## config.mk

```make
export PLATFORM = sky130hd
export DESIGN_NAME = dtl_alu_pipe
export DESIGN_NICKNAME = d
export VERILOG_FILES = /design/src/rtl/dtl_alu_pipe.sv
export SDC_FILE = /design/constraint.sdc
export NUM_CORES = 1
export LEC_CHECK = 0
export CAP_MARGIN = 5
export CORE_ASPECT_RATIO = 1.75
export CORE_MARGIN = 2
export CORE_UTILIZATION = 52
export CTS_CLUSTER_SIZE = 20
export DETAILED_ROUTE_END_ITERATION = 6
export HOLD_SLACK_MARGIN = 0.12
export PLACE_DENSITY = 0.79
export SLEW_MARGIN = 10
export SYNTH_ARGS = -nofsm -noshare
export SYNTH_HDL_FRONTEND = slang
export SYNTH_SLANG_ARGS = --single-unit
```

## constraint.sdc

```tcl
create_clock -name dtl_clk -period 2.3 [get_ports dtl_clk]
set_input_delay 0.46 -clock dtl_clk [delete_from_list [all_inputs] [get_ports dtl_clk]]
set_output_delay 0.46 -clock dtl_clk [all_outputs]
set_load 0.02 [all_outputs]
```

## src/rtl/dtl_alu_pipe.sv

```systemverilog
// dtl_alu_pipe: two-stage pipelined ALU with valid/ready handshakes, optional saturation and post-adjust, accumulate feedback and a result counter
module dtl_alu_pipe #(
    parameter int WIDTH    = 8,
    parameter int SATURATE = 0,
    parameter int ADJ_EN   = 1,
    parameter int CNT_W    = 16
) (
    input  logic             dtl_clk,
    input  logic             dtl_rst_n,
    input  logic             dtl_in_valid,
    output logic             dtl_in_ready,
    input  logic [WIDTH-1:0] dtl_in_a,
    input  logic [WIDTH-1:0] dtl_in_b,
    input  logic [2:0]       dtl_in_op,
    input  logic             dtl_in_acc,
    output logic             dtl_out_valid,
    input  logic             dtl_out_ready,
    output logic [WIDTH-1:0] dtl_out_data,
    output logic [WIDTH-1:0] dtl_acc_value,
    output logic [CNT_W-1:0] dtl_res_count
);
    logic             s1_valid;
    logic [WIDTH-1:0] s1_temp;
    logic [WIDTH-1:0] op_a;
    logic [WIDTH-1:0] temp;
    logic [WIDTH-1:0] adj;
    logic [WIDTH:0]   sum;
    logic [WIDTH:0]   diff;
    logic             s2_adv;
    logic             in_hs;
    logic             out_hs;

    assign op_a   = dtl_in_acc ? dtl_acc_value : dtl_in_a;
    assign sum    = {1'b0, op_a} + {1'b0, dtl_in_b};
    assign diff   = {1'b0, op_a} - {1'b0, dtl_in_b};
    assign s2_adv = s1_valid && (!dtl_out_valid || dtl_out_ready);
    assign out_hs = dtl_out_valid && dtl_out_ready;
    assign in_hs  = dtl_in_valid && dtl_in_ready;
    assign dtl_in_ready = (!s1_valid || s2_adv) && !(dtl_in_acc && s1_valid);

    always_comb begin
        temp = '0;
        case (dtl_in_op)
            3'b000:  temp = op_a | dtl_in_b;
            3'b001:  temp = (SATURATE != 0 && diff[WIDTH]) ? '0 : diff[WIDTH-1:0];
            3'b010:  temp = op_a & dtl_in_b;
            3'b011:  temp = (SATURATE != 0 && sum[WIDTH]) ? '1 : sum[WIDTH-1:0];
            3'b100:  temp = op_a ^ dtl_in_b;
            3'b101:  temp = {op_a[WIDTH-2:0], 1'b0};
            3'b110:  temp = op_a;
            default: temp = dtl_in_b;
        endcase
    end

    always_comb begin
        adj = (ADJ_EN == 0)          ? s1_temp :
              (s1_temp[1:0] == 2'b00) ? ~s1_temp :
              (s1_temp[1:0] == 2'b01) ? s1_temp + WIDTH'(1) :
              (s1_temp[1:0] == 2'b10) ? s1_temp - WIDTH'(1) : s1_temp;
    end

    always_ff @(posedge dtl_clk or negedge dtl_rst_n) begin
        if (!dtl_rst_n) begin
            s1_valid      <= 1'b0;
            s1_temp       <= '0;
            dtl_out_valid <= 1'b0;
            dtl_out_data  <= '0;
            dtl_acc_value <= '0;
            dtl_res_count <= '0;
        end else begin
            if (in_hs) begin
                s1_valid <= 1'b1;
                s1_temp  <= temp;
            end else if (s2_adv) begin
                s1_valid <= 1'b0;
            end
            if (s2_adv) begin
                dtl_out_valid <= 1'b1;
                dtl_out_data  <= adj;
                dtl_acc_value <= adj;
            end else if (out_hs) begin
                dtl_out_valid <= 1'b0;
            end
            if (out_hs)
                dtl_res_count <= dtl_res_count + CNT_W'(1);
        end
    end
endmodule

```

==> results of run 1 <==
-- cells by family (layout without fill, tap and decap cells) --
group | Yosys count | after routing | share of synthesized area
flip-flops | 34 | 34 | 0.311
AO/OA/AOI/OAI | 66 | 66 | 0.148
adder cells (fa/ha/maj) | 25 | 25 | 0.117
multiplexers | 16 | 16 | 0.0778
buffers and inverters | 43 | 150 | 0.0751
XOR/XNOR | 32 | 32 | 0.103
AND/OR/NAND/NOR | 92 | 92 | 0.168
-- cell usage after synthesis, types with 5 or more instances --
| library cell | n |
|---|---|
| o21ai_0 | 18 |
| xnor2_1 | 27 |
| buf_2 | 5 |
| dfrtp_1 | 34 |
| nand4_1 | 5 |
| inv_1 | 22 |
| ha_1 | 24 |
| xor2_1 | 5 |
| buf_4 | 8 |
| clkbuf_1 | 5 |
| a21oi_1 | 20 |
| mux2i_1 | 7 |
| nand3_1 | 12 |
| nand2_1 | 20 |
| nor2_1 | 23 |
| nand2b_1 | 7 |
| nor3_1 | 5 |
-- report_power, final --
part / switching, mW / internal, mW / leakage (nW)
logic: 1.02 / 1.08 / 1.32
registers: 0.207 / 0.783 / 0.418
clock network: 0.217 / 0.241 / 0.0482
-- area by class of cell --
cell class | count | area (sq um) | share of cell area
well taps | 55 | 68.8 | 0.0174
flip-flops and latches | 34 | 851 | 0.215
inverters | 23 | 86.3 | 0.0218
repair buffers | 119 | 1060 | 0.267
multi-input cells | 231 | 1810 | 0.457
clock buffers | 7 | 86.3 | 0.0218
clock inverters | 1 | 5.00 | 0.00126
-- registers in the layout, summed over array words and instances, names as in the netlist --
name / count
s1_temp: 8
s1_valid: 1
dtl_out_valid: 1
dtl_res_count: 16
dtl_acc_value: 8
-- stage by stage --
stage	hold slack (ns)	setup slack, ns	util	instances
floorplan	0.164	-0.0411	-	308
global placement	0.460	-0.611	0.721	455
finish	0.495	0.0623	0.768	470
CTS	0.497	0.00181	0.761	469
global route	0.522	-0.0344	0.768	470
detailed placement	0.486	-0.646	0.721	455
-- routing by layer --
layer	vias to the layer above	routed length, um	track usage
met2	83	4370	0.511
met5	-	0	0
li1	1278	-	-
met3	29	246	0.0271
met4	0	386	0.173
met1	1296	2710	0.285
-- cells in the final DEF, fill, tap and decap left out, types with 5 or more instances in the layout --
master | Yosys | routed
buf_4 | 8 | 56
clkdlybuf4s50_1 | 0 | 46
dfrtp_1 | 34 | 34
xnor2_1 | 27 | 27
nor2_1 | 23 | 21
nand2_1 | 20 | 20
ha_1 | 24 | 20
inv_1 | 22 | 18
o21ai_0 | 18 | 17
a21oi_1 | 20 | 16
nand3_1 | 12 | 11
nand2b_1 | 7 | 7
clkbuf_8 | 0 | 6
buf_2 | 5 | 6
mux2i_1 | 7 | 5
a21oi_2 | 1 | 5
nand4_1 | 5 | 5
xor2_1 | 5 | 5
-- worst paths after layout --
kind / startpoint / slack, ns / to
setup / recovery: dtl_in_b[1] / 0.06 / s1_temp[7]
hold / removal: dtl_res_count[11] / 0.49 / dtl_res_count[11]
setup reg to reg: dtl_acc_value[4] / 0.21 / s1_temp[7]
hold reg to reg: dtl_res_count[11] / 0.49 / dtl_res_count[11]
max in group asynchronous: dtl_rst_n / 1.42 / s1_temp[5]
min in group asynchronous: dtl_rst_n / 0.57 / dtl_res_count[1]
-- timing repair --
item / in CTS / in global routing
hold buffers: 0 / 0
setup buffers: 5 / 1
gates cloned: 1 / 0
hold endpoints to repair: 0 / 0
resized for setup: 48 / 8
pin swaps: 16 / 12
endpoints found under the setup margin: 8 / 5
==> impl_metrics.csv, run 1 <==
group,metric,value,unit
cts,clk_pin_slew,0.07,ns
logic_synthesis,synth_ff_type,"dfrtp_1",
sta,slew_viol_final,0,
logic_synthesis,ys_ff_latch,34,
floorplanning,die-area,5880,sq um
floorplanning,placementRows,35,
worst_setup_path,cp_top_family,"simple AND/OR/NAND/NOR gates",
worst_setup_path,cp-start-kind,"primary input",
layout,layout-drive-gt1-share,0.265,
cts,cts_buffers,5,
logic_synthesis,syn_area,2730,sq um
pwr,p_leak,1.79,nW
layout,n_antenna_cell,0,
worst_setup_path,crit_fanout,3,
logic_synthesis,yosys_warnings,0,
worst_setup_path,worstPathArrival,2.44,ns
run,maxCapViolCount,0,
floorplanning,io_pins,58,
detailed_routing,drt_iter0_drc,157,
cts,cts_tree,"done",
sta,worstMarginPinSlew,0.648,ns
place,gp_congestion,0.888,
worst_hold_path,min_path_cells,1,
floorplanning,die_height,99.9,um
detailed_routing,avgViaCountPerCell,5.71,
logic_synthesis,syn_inst,308,
sta,maxSlewHeadroom,0.567,
sta,hold_viol,0,
logic_synthesis,ys_seq_area_frac,0.311,
floorplanning,core_region_area,5170,sq um
sta,setup_viol,0,
detailed_routing,via_count,2686,
detailed_routing,drc_errors,5,
detailed_routing,first_pass_iters,7,
sta,setup_tns,0,ns
sta,rsz0062_at_grt,"yes",
global_route,grt_pass1_vias,2675,
sta,fin_crit,2.24,ns
global_route,track_usage,0.277,
logic_synthesis,synth_cell_type_count,50,
cts,clock-root-buffer,"clkbuf_8",
logic_synthesis,synth_top_area_frac,0.311,
detailed_routing,ant_nets,0,
worst_setup_path,critPathCaptureType,"flop",
logic_synthesis,synth_top_area_cell,"dfrtp_1",
logic_synthesis,synthArstFlopShare,1.00,
global_route,grt_antenna_before_repair,0,
floorplanning,die_w,58.8,um
cts,htree_levels,2,
floorplanning,initial_utilization,0.529,
place,hpwlAfterDp,5900,um
cts,clock_path_buffers,2,
run_status,violations,"DRC",
sta,fin_crit_sh,0.973,
sta,fin_worst_skew,0.00386,ns
detailed_routing,routed_wl,7720,um
layout,area_growth,45.1,%
logic_synthesis,synth_area_leaders,"dfrtp_1 31%, ha_1 11%, xnor2_1 8.6%",
run_status,status,"finished with violations",
worst_setup_path,crit_buf_inv,3,
worst_setup_path,crit_path_top_delay_cell,"ha_1",
global_route,grt_max_degree,35,
pwr,irDropWorstVdd,0.388,mV
pwr,power_density,894,nW/um^2
worst_setup_path,path_class,"in -> reg",
worst_setup_path,path_depth,12,
logic_synthesis,synth_nets,357,
layout,nFillCells,388,
pwr,totalPowerFinal,3.55,mW
worst_setup_path,cp.required,2.50,ns
logic_synthesis,synth_area_per_cell,8.88,sq um
global_route,grt_pass1_wl,12300,um
place,placed_cell_area,3730,sq um
worst_setup_path,ff2ff_path_depth,7,
place,io_buffers,57,
logic_synthesis,synth_edf_count,0,
global_route,overflow,0,
layout,final_area,3970,sq um
detailed_routing,wl_per_cell,16.4,um
layout,nets,463,
worst_hold_path,hold_path_class,"reg -> reg",
worst_setup_path,cp_slowest_stage_delay,0.30,ns
cts,cts_sinks,34,
cts,clock_latency,0.29,ns
worst_setup_path,cp_cell_sequence,"buf_2, buf_6, nor3_2, buf_4, a31oi_4, xnor2_1, ha_1, nand4_1, a21oi_2, and3b_1, or3_1, o211ai_1",
sta,timing.fmax,447,MHz
Power figures use the tool's default switching activity.
==> inputs of run 2 (changes only) <==
- CORE_MARGIN: 2 -> 3
- GPL_ROUTABILITY_DRIVEN: unset -> 0
==> impl_metrics.csv, run 2 (synthesis results as in run 1) <==
group,metric,value,unit
layout,nets,463,
layout,layout_common_cells,"55 x buf_4, 46 x clkdlybuf4s50_1, 34 x dfrtp_1",
detailed_routing,via_count,2682,
cts,clock_path_buffers,2,
floorplanning,die_height,102,um
pwr,power_density,883,nW/um^2
cts,postCtsHoldBufs,0,
cts,clk_pin_slew,0.07,ns
place,pre_cts_ws,-0.604,ns
layout,largestRegisters,"dtl_res_count x16, dtl_acc_value x8, s1_temp x8",
run,maxCapViolCount,0,
floorplanning,die-area,6200,sq um
detailed_routing,drc_errors,0,
sta,hold_slack,0.478,ns
global_route,grt_pass1_vias,2812,
cts,clock-root-buffer,"clkbuf_8",
sta,setup_slack,0.0905,ns
global_route,gr-usage-met2,0.496,
sta,maxSlewHeadroom,0.564,
sta,setup_tns,0,ns
worst_setup_path,crit_fanout,2,
worst_setup_path,cp_top_family,"buffers and inverters",
detailed_routing,wl_per_cell,16.6,um
layout,nFillCells,321,
worst_setup_path,cp_cell_sequence,"buf_2, inv_2, buf_4, buf_4, buf_4, buf_4, buf_4, buf_4, buf_4, ha_1, nand2_1, o21ai_0, a21oi_1, o221ai_1, a22o_1",
worst_setup_path,crit_buf_inv,9,
layout,n_antenna_cell,0,
floorplanning,initial_utilization,0.545,
place,io_buffers,57,
layout,largest_reg_flops,16,
global_route,grt_max_degree,35,
global_route,use_met3,0.0278,
sta,fin_crit_sh,0.961,
global_route,overflow,0,
floorplanning,placementRows,34,
detailed_routing,avgViaCountPerCell,5.72,
worst_setup_path,path_class,"in -> reg",
layout,seq_area,851,sq um
sta,worstMarginPinSlew,0.651,ns
detailed_routing,routed_wl,7790,um
global_route,track_usage,0.274,
cts,clock_latency,0.29,ns
worst_setup_path,cp-start-kind,"primary input",
floorplanning,core_region_area,5020,sq um
worst_setup_path,cp.required,2.47,ns
cts,htree_levels,2,
global_route,grt_pass1_wl,12800,um
sta,slew_viol_final,0,
layout,finish.utilization,0.798,
layout,area_growth,46.5,%
worst_setup_path,crit_path_frequent_cell,"buf_4",
worst_hold_path,hold_path_class,"reg -> reg",
layout,multi_input_area,1840,sq um
layout,layout-drive-gt1-share,0.275,
worst_setup_path,crit_path_top_delay_cell,"ha_1",
global_route,grt_antenna_before_repair,0,
sta,timing.fmax,453,MHz
detailed_routing,drt_iter0_drc,157,
cts,cts_tree,"done",
cts,cts_buffers,5,
pwr,irDropWorstVdd,0.333,mV
sta,hold_viol,0,
pwr,totalPowerFinal,3.54,mW
sta,setup_viol,0,
detailed_routing,first_pass_iters,4,
cts,cts_sinks,34,
global_route,gr-max-usage-layer,"met2",
layout,top_register,"dtl_res_count",
sta,fin_crit,2.21,ns
sta,fin_worst_skew,0.00790,ns
detailed_routing,ant_nets,0,
pwr,p_leak,1.80,nW
global_route,grt.met1_usage,0.285,
run_status,status,"complete, no violations",
floorplanning,io_pins,58,
worst_setup_path,cp_slowest_stage_delay,0.28,ns
worst_setup_path,worstPathArrival,2.38,ns
place,hpwlAfterDp,5820,um
floorplanning,die_w,60.8,um
layout,final_common_cell,"buf_4",
worst_setup_path,critPathCaptureType,"flop",
-- run 2: final timing paths --
| check | slack, ns | depth (start not counted) | to | from |
|---|---|---|---|---|
| worst max register to register | 0.25 | 9 | s1_temp[6] | dtl_acc_value[0] |
| min in group asynchronous | 0.56 | 2 | dtl_res_count[0] | dtl_rst_n |
| worst min-delay path | 0.48 | 1 | dtl_res_count[15] | dtl_res_count[15] |
| worst min register to register | 0.48 | 1 | dtl_res_count[15] | dtl_res_count[15] |
| max in group asynchronous | 1.42 | 2 | dtl_acc_value[5] | dtl_rst_n |
| worst max-delay path | 0.09 | 15 | s1_temp[1] | dtl_in_b[1] |
-- run 2: stage by stage --
step	instances	cell area, sq um
4_1_cts	468	3980
3_3_place_gp	449	3690
6_report	469	4010
2_1_floorplan	308	2800
5_1_grt	469	4010
3_5_place_dp	449	3690
-- run 2: repair_timing --
item	in CTS	in global routing
pin swaps	18	13
buffers inserted	10	1
gates cloned	1	0
gates resized for setup	41	21
endpoints found under the setup margin	8	7
endpoints found under the hold margin	0	0
-- run 2: per-layer routing --
metal	up-vias	wire length, um
met1	1289	2830
met3	28	300
li1	1275	-
met2	90	4270
met5	-	0
met4	0	383
-- run 2: layout make-up --
type,instances,share of cell area
Clock inverter,2,0.00312
Inverter,23,0.0215
Clock buffer,6,0.0206
Multi-Input combinational cell,231,0.458
Tap cell,54,0.0169
Timing Repair Buffer,119,0.267
Sequential cell,34,0.212
-- run 2: power by group --
part | internal [mW] | total (mW) | switching, mW
sequential | 0.783 | 0.998 | 0.215
combinational | 1.06 | 2.07 | 1.00
clock | 0.241 | 0.469 | 0.229
